==> config.mk <==
export PLATFORM = sky130hd
export DESIGN_NAME = sba_bus_arbiter
export DESIGN_NICKNAME = d
export VERILOG_FILES = /design/src/rtl/sba_bus_arbiter.sv
export SDC_FILE = /design/constraint.sdc
export NUM_CORES = 1
export LEC_CHECK = 0
export ABC_AREA = 1
export CAP_MARGIN = 20
export CELL_PAD_IN_SITES_DETAIL_PLACEMENT = 0
export CELL_PAD_IN_SITES_GLOBAL_PLACEMENT = 1
export CORE_MARGIN = 1
export CORE_UTILIZATION = 10
export DETAILED_ROUTE_END_ITERATION = 7
export GPL_TIMING_DRIVEN = 0
export PLACE_DENSITY_LB_ADDON = 0.1
export SLEW_MARGIN = 30
export SYNTH_ARGS = -nofsm -noshare
export SYNTH_HDL_FRONTEND = slang
export SYNTH_SLANG_ARGS = --single-unit
==> constraint.sdc <==
create_clock -name clk_i -period 1.7 [get_ports clk_i]
set_input_delay 0.17 -clock clk_i [delete_from_list [all_inputs] [get_ports clk_i]]
set_output_delay 0.17 -clock clk_i [all_outputs]
set_load 0.1 [all_outputs]
==> src/rtl/sba_bus_arbiter.sv <==
// Two-requester arbiter sharing one request/grant/response bus between the core
// data port (m0) and the debug system-bus master (m1); responses return in order.
module sba_bus_arbiter #(
  parameter int unsigned BusWidth       = 32,
  parameter int unsigned MaxOutstanding = 2,
  parameter int unsigned DbgPriority    = 0
) (
  input  logic                  clk_i,
  input  logic                  rst_i,

  input  logic                  m0_req_i,
  input  logic [BusWidth-1:0]   m0_add_i,
  input  logic                  m0_we_i,
  input  logic [BusWidth-1:0]   m0_wdata_i,
  input  logic [BusWidth/8-1:0] m0_be_i,
  output logic                  m0_gnt_o,
  output logic                  m0_r_valid_o,
  output logic                  m0_r_err_o,
  output logic [BusWidth-1:0]   m0_r_rdata_o,

  input  logic                  m1_req_i,
  input  logic [BusWidth-1:0]   m1_add_i,
  input  logic                  m1_we_i,
  input  logic [BusWidth-1:0]   m1_wdata_i,
  input  logic [BusWidth/8-1:0] m1_be_i,
  output logic                  m1_gnt_o,
  output logic                  m1_r_valid_o,
  output logic                  m1_r_err_o,
  output logic [BusWidth-1:0]   m1_r_rdata_o,

  output logic                  bus_req_o,
  output logic [BusWidth-1:0]   bus_add_o,
  output logic                  bus_we_o,
  output logic [BusWidth-1:0]   bus_wdata_o,
  output logic [BusWidth/8-1:0] bus_be_o,
  input  logic                  bus_gnt_i,
  input  logic                  bus_r_valid_i,
  input  logic                  bus_r_err_i,
  input  logic [BusWidth-1:0]   bus_r_rdata_i,

  output logic                  busy_o,
  output logic                  spurious_rsp_o
);

  localparam int unsigned CntW = $clog2(MaxOutstanding + 1);
  localparam int unsigned PtrW = (MaxOutstanding > 1) ? $clog2(MaxOutstanding) : 1;

  typedef enum logic {ARB = 1'b0, LOCKED = 1'b1} state_t;

  state_t              state_q;
  logic                owner_q;
  logic                last_gnt_q;
  logic [CntW-1:0]     cnt_q;
  logic [PtrW-1:0]     wr_ptr_q;
  logic [PtrW-1:0]     rd_ptr_q;
  logic                spurious_q;
  logic [MaxOutstanding-1:0] ids_q;

  logic arb_owner;
  logic owner;
  logic owner_req;
  logic full;
  logic empty;
  logic hs;
  logic pop;
  logic head;

  always_comb begin
    arb_owner = 1'b0;
    if (m0_req_i && m1_req_i) begin
      arb_owner = (DbgPriority != 0) ? 1'b1 : ~last_gnt_q;
    end else if (m1_req_i) begin
      arb_owner = 1'b1;
    end
  end

  // While locked the owner is frozen so the address stays stable until grant.
  assign owner     = (state_q == LOCKED) ? owner_q : arb_owner;
  assign owner_req = owner ? m1_req_i : m0_req_i;
  assign full      = (cnt_q == CntW'(MaxOutstanding));
  assign empty     = (cnt_q == '0);

  assign bus_req_o   = owner_req & ~full & ~rst_i;
  assign bus_add_o   = owner ? m1_add_i   : m0_add_i;
  assign bus_we_o    = owner ? m1_we_i    : m0_we_i;
  assign bus_wdata_o = owner ? m1_wdata_i : m0_wdata_i;
  assign bus_be_o    = owner ? m1_be_i    : m0_be_i;

  assign hs       = bus_req_o & bus_gnt_i;
  assign m0_gnt_o = hs & ~owner;
  assign m1_gnt_o = hs & owner;

  // Responses come back in grant order; the FIFO head names the requester.
  assign head         = ids_q[rd_ptr_q];
  assign pop          = bus_r_valid_i & ~empty & ~rst_i;
  assign m0_r_valid_o = pop & ~head;
  assign m1_r_valid_o = pop & head;
  assign m0_r_err_o   = pop & ~head & bus_r_err_i;
  assign m1_r_err_o   = pop & head & bus_r_err_i;
  assign m0_r_rdata_o = bus_r_rdata_i;
  assign m1_r_rdata_o = bus_r_rdata_i;

  assign busy_o         = ~empty;
  assign spurious_rsp_o = spurious_q;

  always_ff @(posedge clk_i) begin
    if (rst_i) begin
      state_q    <= ARB;
      owner_q    <= 1'b0;
      last_gnt_q <= 1'b1;
      cnt_q      <= '0;
      wr_ptr_q   <= '0;
      rd_ptr_q   <= '0;
      spurious_q <= 1'b0;
    end else begin
      case (state_q)
        ARB: begin
          if (bus_req_o && !bus_gnt_i) begin
            state_q <= LOCKED;
            owner_q <= arb_owner;
          end
        end
        LOCKED: begin
          // A dropped request while locked is abandoned rather than held.
          if (bus_gnt_i || !bus_req_o) state_q <= ARB;
        end
        default: state_q <= ARB;
      endcase

      if (hs) begin
        last_gnt_q <= owner;
        wr_ptr_q   <= (wr_ptr_q == PtrW'(MaxOutstanding - 1)) ? '0 : wr_ptr_q + 1'b1;
      end
      if (pop) begin
        rd_ptr_q <= (rd_ptr_q == PtrW'(MaxOutstanding - 1)) ? '0 : rd_ptr_q + 1'b1;
      end
      if (hs && !pop) begin
        cnt_q <= cnt_q + 1'b1;
      end else if (pop && !hs) begin
        cnt_q <= cnt_q - 1'b1;
      end

      if (bus_r_valid_i && empty) spurious_q <= 1'b1;
    end
  end

  always_ff @(posedge clk_i) begin
    if (hs) ids_q[wr_ptr_q] <= owner;
  end

endmodule
==> key figures <==
Worst setup path
  • Worst Path Required: 1.53 ns
  • Crit Path Category: reg -> out
  • WP data arrival: 1.56 ns
  • Worst Setup SP: state_q
  • Worst R2R Start: state_q
  • CP max FO: 5
  • Crit path launch type: flop
  • CP Capture Type: primary output
  • R2r endpoint: cnt_q[1]
  • Critical Path End: m0_gnt_o
  • Worst R2R Path Depth: 11
  • FF-to-FF setup slack: 0.05 ns

Detailed routing
  • Routed WL per cell: 14.1 um
  • DRT iter0 DRCs: 53
  • Via/cell ratio: 3.62
  • Via Count: 3277
  • Routed Antenna Nets: 0
  • DRC: 15
  • Drt first pass iters: 6
  • DRT Wirelength: 12800 um

Global routing
  • Overflow after GRT: 0
  • Initial antenna violation count: 0
  • Global-route wire length before repair: 19000 um
  • Vias in the first global route: 3546
  • Largest net degree at the start of global routing: 11
  • GRT Overall Usage: 12.7%

Worst hold path
  • Worst Hold Class: in -> reg

Final layout
  • Layout cells sized above 1: 54.4%
  • Most common cell after layout, fill and taps aside: clkdlybuf4s50_1
  • Most frequent cells in the layout: clkdlybuf4s50_1 (205), nand2_2 (109), buf_12 (77), buf_4 (77), nand2_1 (62)
  • Diodes inserted: 0
  • FILL cells: 1829
  • Nets: 856
  • Design area: 7130 um2
  • Synth-to-Final Area Change: 283%

STA
  • Final Setup Violations: 20
  • Fmax: 579 MHz
  • Fin. max-slew vios: 0
  • Post-layout minimum cycle time: 1.73 ns
  • Final worst setup slack: -0.0283 ns
  • Setup Skew: 0.00246 ns
  • Crit share post-route: 102%
  • Worst-margin pin slew: 0.980 ns
  • RSZ-0062 raised after global routing: yes
  • Fin Setup TNS: -0.203 ns
  • Final Hold Fails: 0
  • Max transition margin: 34.5%

Yosys
  • Synth top area share: 43.9%
  • Sequential share of the synthesized area: 11.8%
  • Synth Register Bits: 10
  • Mapped cell area: 1860 um2
  • Synth top area cells: nand2_1 (44%), buf_4 (26%), dfxtp_1 (8.6%), buf_2 (3.2%), edfxtp_1 (3.2%)
  • Post-Syn Area per Cell: 5.18 um2
  • Synth unique cells: 19
  • Cell taking the most area after synthesis: nand2_1
  • Synthesized Nets: 538
  • Syn Inst Count: 360
  • Yosys Warn Count: 0

CTS
  • CTS tree: done
  • Root buffer selected by CTS: clkbuf_16
  • Num CTS Buffers: 3
  • CTS sink count: 10
  • Worst skew pair latency: 0.24 ns
  • CTS H-tree lvls: 1
  • Bufs on Longest Clock Path: 2
  • Reg clk slew, reported paths: 0.04 ns

Pwr
  • Clock Power Share: 8.1%
  • Power Total: 5.16 mW
  • NetSw: 2.94 mW
  • Internal power: 2.22 mW
  • Switching share of power: 57.0%
  • Logic pwr share: 86.4%
  • Worst-case vdd ir drop: 0.340 mV
  • Static leakage: 3.24 nW
  • Sequential Power Share: 5.5%
  • Pwr Density: 724 nW/um2

Floorplanning
  • Core area: 18100 um2
  • Die Width: 138 um
  • I/O pins: 319
  • Die height: 138 um
  • Initial Util: 10.3%
  • Die Area: 19200 um2
  • Row Count: 49

Place
  • Area post-placement: 5100 um2
  • # port buffers: 286
  • GP Congestion: 0.746
  • HPWL Detailed: 10100 um

Flow run
  • Max-cap violations: 0

Run status
  • Run status: finished, violations left
  • Failing checks: design-rule violations, negative setup slack
==> power by group through the flow <==
stage	Clock (mW)	Sequential [mW]	Combinational, mW
2_1_floorplan	0	0.301	2.49
3_3_place_gp	0	0.282	3.49
6_report	0.418	0.284	4.46
3_5_place_dp	0	0.282	3.48
5_1_grt	0.443	0.285	4.62
4_1_cts	0.429	0.283	4.29
==> cell type report <==
class,instances,area [um2],area share (%)
buffer,74,637,8.93
tap,229,287,4.02
inverter,19,91.3,1.28
timing repair buffer,316,4020,56.4
clock inverter,1,3.75,0.0526
clock buffer,3,75.1,1.05
multi-input combinational,254,1790,25.1
sequential,10,229,3.21
==> cell families after synthesis <==
group | share of synthesized area [%]
compound gates | 3.29
fa+ha+maj | 0.671
buf+inv | 34.0
flops | 11.8
simple gates | 50.2
==> stage by stage <==
step           hold slack, ns  std cells  setup slack, ns  util [%]
6_report                0.194        906          -0.0283      39.4
5_1_grt                 0.214        906          -0.0691      39.4
4_1_cts                 0.469        901           -0.123      36.7
3_5_place_dp            0.464        875            -1.33      28.2
3_3_place_gp            0.458        875            -1.30      28.3
2_1_floorplan           0.242        360           -0.108         -
==> state kept, by name, indices dropped and copies added (netlist names) <==
register and count:
ids_q 2, owner_q 1, spurious_rsp_o 1, last_gnt_q 1
rd_ptr_q 1, state_q 1, wr_ptr_q 1, cnt_q 2
==> per-layer routing <==
metal,GRT usage (%),part of all wire (%),up-vias
met2,26.5,59,140
li1,-,-,1651
met5,0,0,-
met1,12.3,32,1481
met4,1.48,0.53,0
met3,3.88,8.2,5
==> how the worst min path moves through the flow <==
stage	start	end	slack (ns)	depth (start not counted)
after detailed placement	spurious_rsp_o	spurious_rsp_o	0.46	2
after global routing	rst_i	spurious_rsp_o	0.21	2
after floorplan	rst_i	spurious_rsp_o	0.24	1
final	rst_i	spurious_rsp_o	0.19	2
after CTS	spurious_rsp_o	spurious_rsp_o	0.47	2
after global placement	spurious_rsp_o	spurious_rsp_o	0.46	2
==> synthesized netlist by cell type (all sizes together) <==
library cell and instances:
nand2 219, buf 78, inv 19, nor2 11, dfxtp 8, nand3 7, o21ai 6, a21oi 5
edfxtp 2, nor3 2, a31oi 1, ha 1, or2 1
==> repair_timing <==
| item | 4_1_cts | 5_1_grt |
|---|---|---|
| hold buffers | 0 | 0 |
| pin swaps | 14 | 35 |
| endpoints found under the setup margin | 80 | 75 |
| gates cloned | 5 | 4 |
| resized for setup | 819 | 114 |
| buffers inserted | 17 | 5 |
==> critical path: stages, from the launching register on <==
cell	delay, ns
dfxtp_4	0.37
inv_4	0.04
nand3_4	0.12
nand2_8	0.09
buf_12	0.14
buf_8	0.12
clkbuf_16	0.16
nor2_4	0.10
buf_12	0.18
Note: power is estimated with default switching activity, not from simulation.
